`config.mk`:
```
export PLATFORM = sky130hd
export DESIGN_NAME = serial_adder
export DESIGN_NICKNAME = d
export VERILOG_FILES = /design/src/rtl/serial_adder.sv
export SDC_FILE = /design/constraint.sdc
export NUM_CORES = 1
export LEC_CHECK = 0
export BUFFER_PORTS_ARGS = -buffer_cell sky130_fd_sc_hd__buf_2
export CORE_MARGIN = 2
export CORE_UTILIZATION = 40
export CTS_BUF_LIST = sky130_fd_sc_hd__clkbuf_16
export CTS_CLUSTER_DIAMETER = 60
export DETAILED_ROUTE_END_ITERATION = 12
export SETUP_SLACK_MARGIN = 0.3
export SLEW_MARGIN = 25
export SYNTH_ARGS = -nofsm -noshare
export SYNTH_HDL_FRONTEND = slang
export SYNTH_SLANG_ARGS = --single-unit
```
`constraint.sdc`:
```
create_clock -name clk -period 2.7 [get_ports clk]
set_input_delay 0.54 -clock clk [delete_from_list [all_inputs] [get_ports clk]]
set_output_delay 0.54 -clock clk [all_outputs]
set_load 0.02 [all_outputs]
```
`src/rtl/serial_adder.sv`:
```
// Bit-serial adder: one full-adder cell plus a registered carry, LSB first.
// Valid/ready on both sides; one result every WIDTH+2 cycles back to back.

// Single-bit full adder used as the only arithmetic stage.
module serial_adder_fa (
    input  logic a,
    input  logic b,
    input  logic c,
    output logic s,
    output logic co
);
    assign s  = a ^ b ^ c;
    assign co = (a & b) | (a & c) | (b & c);
endmodule

module serial_adder #(
    parameter int WIDTH = 8
) (
    input  logic             clk,
    input  logic             rst,
    input  logic             in_valid,
    output logic             in_ready,
    input  logic [WIDTH-1:0] A,
    input  logic [WIDTH-1:0] B,
    input  logic             cin,
    output logic             out_valid,
    input  logic             out_ready,
    output logic [WIDTH-1:0] sum,
    output logic             cout
);
    // Counter only has to reach WIDTH-1, so clog2(WIDTH) bits suffice.
    localparam int CW = (WIDTH > 1) ? $clog2(WIDTH) : 1;
    localparam logic [CW-1:0] LAST = CW'(WIDTH - 1);

    if (WIDTH < 2 || WIDTH > 32) begin : g_width_check
        $error("serial_adder: WIDTH must be in 2..32");
    end

    typedef enum logic [1:0] {IDLE, BUSY, DONE} state_t;

    state_t          state;
    logic [WIDTH-1:0] a_sh;
    logic [WIDTH-1:0] b_sh;
    logic [WIDTH-1:0] res_sh;
    logic             carry;
    logic [CW-1:0]    cnt;

    logic             fa_s;
    logic             fa_c;
    logic [WIDTH-1:0] res_next;

    serial_adder_fa u_fa (
        .a  (a_sh[0]),
        .b  (b_sh[0]),
        .c  (carry),
        .s  (fa_s),
        .co (fa_c)
    );

    // New sum bit enters at the MSB so after WIDTH shifts bit 0 sits at the LSB.
    assign res_next = {fa_s, res_sh[WIDTH-1:1]};

    // Control FSM and datapath. sum/cout are separate registers so they keep
    // the previous result while the shift registers are reused in BUSY.
    always_ff @(posedge clk or posedge rst) begin
        if (rst) begin
            state     <= IDLE;
            a_sh      <= '0;
            b_sh      <= '0;
            res_sh    <= '0;
            carry     <= 1'b0;
            cnt       <= '0;
            in_ready  <= 1'b1;
            out_valid <= 1'b0;
            sum       <= '0;
            cout      <= 1'b0;
        end else begin
            case (state)
                IDLE: begin
                    if (in_valid) begin
                        a_sh     <= A;
                        b_sh     <= B;
                        carry    <= cin;
                        cnt      <= '0;
                        in_ready <= 1'b0;
                        state    <= BUSY;
                    end
                end
                BUSY: begin
                    res_sh <= res_next;
                    a_sh   <= a_sh >> 1;
                    b_sh   <= b_sh >> 1;
                    carry  <= fa_c;
                    if (cnt == LAST) begin
                        // Counter wraps to 0 rather than passing WIDTH-1.
                        cnt       <= '0;
                        sum       <= res_next;
                        cout      <= fa_c;
                        out_valid <= 1'b1;
                        state     <= DONE;
                    end else begin
                        cnt <= cnt + CW'(1);
                    end
                end
                DONE: begin
                    if (out_ready) begin
                        out_valid <= 1'b0;
                        in_ready  <= 1'b1;
                        state     <= IDLE;
                    end
                end
                default: begin
                    out_valid <= 1'b0;
                    in_ready  <= 1'b1;
                    state     <= IDLE;
                end
            endcase
        end
    end
endmodule

```
==> results.sh <==
export IMPL_io_buffers=31
export IMPL_hold_buffers=0
export IMPL_p_sw_mw=0.924
export IMPL_gp_congestion=0.802
export IMPL_wl_per_cell_microns=14.8
export IMPL_powerDensity_nw_per_um2=1230
export IMPL_critPathTopFamily="simple AND/OR/NAND/NOR gates"
export IMPL_status="completed"
export IMPL_postCtsSetupBuffers=0
export IMPL_crit_chain="ha_1 -> ha_1 -> nand2_1 -> mux2_2"
export IMPL_worstMarginPinSlew_ns=0.605
export IMPL_multi_input_area_sq_um=731
export IMPL_place_worst_setup_slack_ns=0.902
export IMPL_clkPwrFrac_pct=21.0
export IMPL_sw_frac_of_total_pct=35.0
export IMPL_htreeDepth=2
export IMPL_finalSetupViolCount=0
export IMPL_ys_flop_type="dfrtp_1"
export IMPL_synth_async_reset_ratio_pct=100
export IMPL_ir_worst_vdd_mv=0.417
export IMPL_synth_avg_cell_area_sq_um=11.5
export IMPL_yosysWarnings=0
export IMPL_period_minus_slack_ns=1.80
export IMPL_crit_type="reg -> reg"
export IMPL_finalClockSkew_ns=0.00806
export IMPL_clk_pin_slew_ns=0.06
export IMPL_route_met2_wl_microns=1740
export IMPL_fin_nets=216
export IMPL_grt_start_max_net_pins=41
export IMPL_syn_area_sq_um=1840
export IMPL_synth_edf_count=0
export IMPL_overflow=0
export IMPL_start_kind="flop"
export IMPL_grt_pass1_wl_microns=6260
export IMPL_die_w_microns=71.7
export IMPL_seq_power_share_pct=39.7
export IMPL_die_h_microns=71.7
export IMPL_initial_utilization_pct=41.9
export IMPL_post_cts_resized=0
export IMPL_dr_pass1_iters=4
export IMPL_grt_total_usage_pct=15.8
export IMPL_nFillCells=404
export IMPL_vias_per_cell=5.20
export IMPL_dr_wl_met3_microns=158
export IMPL_seq_area_sq_um=1000
export IMPL_drtIter0Drc=56
export IMPL_diodes=0
export IMPL_cts_sinks=40
export IMPL_finalCritPeriodShare_pct=66.6
export IMPL_max_freq_mhz=556
export IMPL_most_common_layout_cells="39 x dfrtp_1, 31 x buf_2, 30 x nand2_1"
export IMPL_cp_slowest_cell="nand2_1"
export IMPL_die_area_sq_um=5150
export IMPL_vias=1273
export IMPL_intPower_mw=1.72
export IMPL_critical_path_max_stage_delay_ns=0.46
export IMPL_rsz0062_at_grt="false"
export IMPL_cts_buffers=5
export IMPL_synthCells=160
export IMPL_final_common_cell="dfrtp_1"
export IMPL_worstSkewPairLatency_ns=0.28
export IMPL_path_common_cell="ha_1"
export IMPL_maxSlewHeadroom_pct=59.6
export IMPL_required_ns=2.87
export IMPL_fin_ws_ns=0.902
export IMPL_routed_top_layer="met4"
export IMPL_clock_path_buffers=2
export IMPL_fin_tns_setup_ns=0
export IMPL_wl_met1_microns=1680
export IMPL_grt_pass1_vias=1354
export IMPL_p_leak_nw=1.08
export IMPL_syn2layout_area_growth_pct=17.0
export IMPL_cts_root_buf="clkbuf_16"
export IMPL_pwr_share_comb_pct=39.3
export IMPL_drive_gt1_share_pct=29.0
export IMPL_ioPinCount=32
export IMPL_cts_tree="yes"
export IMPL_syn_nets=184
export IMPL_antenna_found_initial=0
export IMPL_num_rows=24
export IMPL_drv_cap=0
export IMPL_antenna_left=0
export IMPL_arrival_ns=1.97
export IMPL_ys_ff_latch=40
export IMPL_critPathCaptureType="flop"
export IMPL_hold_viol_final=0
export IMPL_worstHoldPathType="in -> async"
export IMPL_yosysSeqAreaShare_pct=54.6
export IMPL_hpwlAfterDp_microns=2520
export IMPL_coreArea_sq_um=4380
export IMPL_ys_types=33
export IMPL_p_total_mw=2.64
export IMPL_maxSlewViolCount=0
export IMPL_cp_max_fo=11
export IMPL_crit_buf_inv=0
export IMPL_drcViolationCount=0
export IMPL_wirelength_microns=3630
## per-stage QoR
stage	area, sq um	instances	utilization [%]	hold slack [ns]
2_1_floorplan	1840	160	-	0.446
3_3_place_gp	2010	237	45.8	0.464
3_5_place_dp	2010	237	45.8	0.479
4_1_cts	2150	245	49.0	0.395
5_1_grt	2150	245	49.0	0.444
6_report	2150	245	49.0	0.371
## cells in the mapped netlist, types with 5 or more instances
library cell | number | area share, %
dfrtp_1 | 39 | 53
o21ai_0 | 5 | 1.4
nand2_1 | 30 | 6.1
a21oi_1 | 6 | 1.6
inv_1 | 9 | 1.8
o22a_1 | 8 | 3.8
mux2_4 | 8 | 6.5
## kinds of logic after synthesis
kind of cell	synth area share, %
AO/OA/AOI/OAI	15.6
flip-flops	54.6
buffers and inverters	5.59
AND/OR/NAND/NOR	14.6
multiplexers	7.16
adder cells (fa/ha/maj)	2.45
## area by class of cell
type | count | share of cell area, %
inverter | 9 | 1.57
timing repair buffer | 34 | 8.28
multi-input combinational | 102 | 34.0
tap | 52 | 3.03
sequential | 40 | 46.7
clock inverter | 3 | 0.583
clock buffer | 5 | 5.83
## metal layers
| metal | GRT usage (%) | up-vias |
|---|---|---|
| met5 | 0 | - |
| met4 | 6.29 | 0 |
| met3 | 4.36 | 7 |
| met2 | 25.6 | 26 |
| met1 | 20.1 | 620 |
| li1 | - | 620 |
## worst register-to-register path, stage by stage (launching register included)
cell and delay (ns):
dfrtp_1 0.40, ha_1 0.21, ha_1 0.21, nand2_1 0.46, mux2_2 0.41
## final timing paths
check	from	end	slack (ns)	cells past startpoint
worst max register to register	cnt[0]	sum[7]	0.90	4
worst max-delay path	cnt[0]	sum[7]	0.90	4
worst min register to register	in_ready	in_ready	0.49	2
max in group asynchronous	rst	a_sh[4]	1.97	3
min in group clk	in_ready	in_ready	0.49	2
worst min-delay path	rst	b_sh[3]	0.37	3
## sequential cells by signal (all words and copies together) (netlist names), 2 cells and up
signal	cells
a_sh	8
b_sh	8
cnt	3
res_sh	7
state	2
sum	8
## power by group through the flow
stage / Sequential [mW] / Combinational (mW) / Clock [mW]
2_1_floorplan: 1.12 / 0.743 / 0
3_3_place_gp: 1.04 / 1.02 / 0
3_5_place_dp: 1.06 / 1.05 / 0
4_1_cts: 1.05 / 1.06 / 0.572
5_1_grt: 1.08 / 1.15 / 0.594
6_report: 1.05 / 1.04 / 0.555
(Power assumes the default switching activity.)
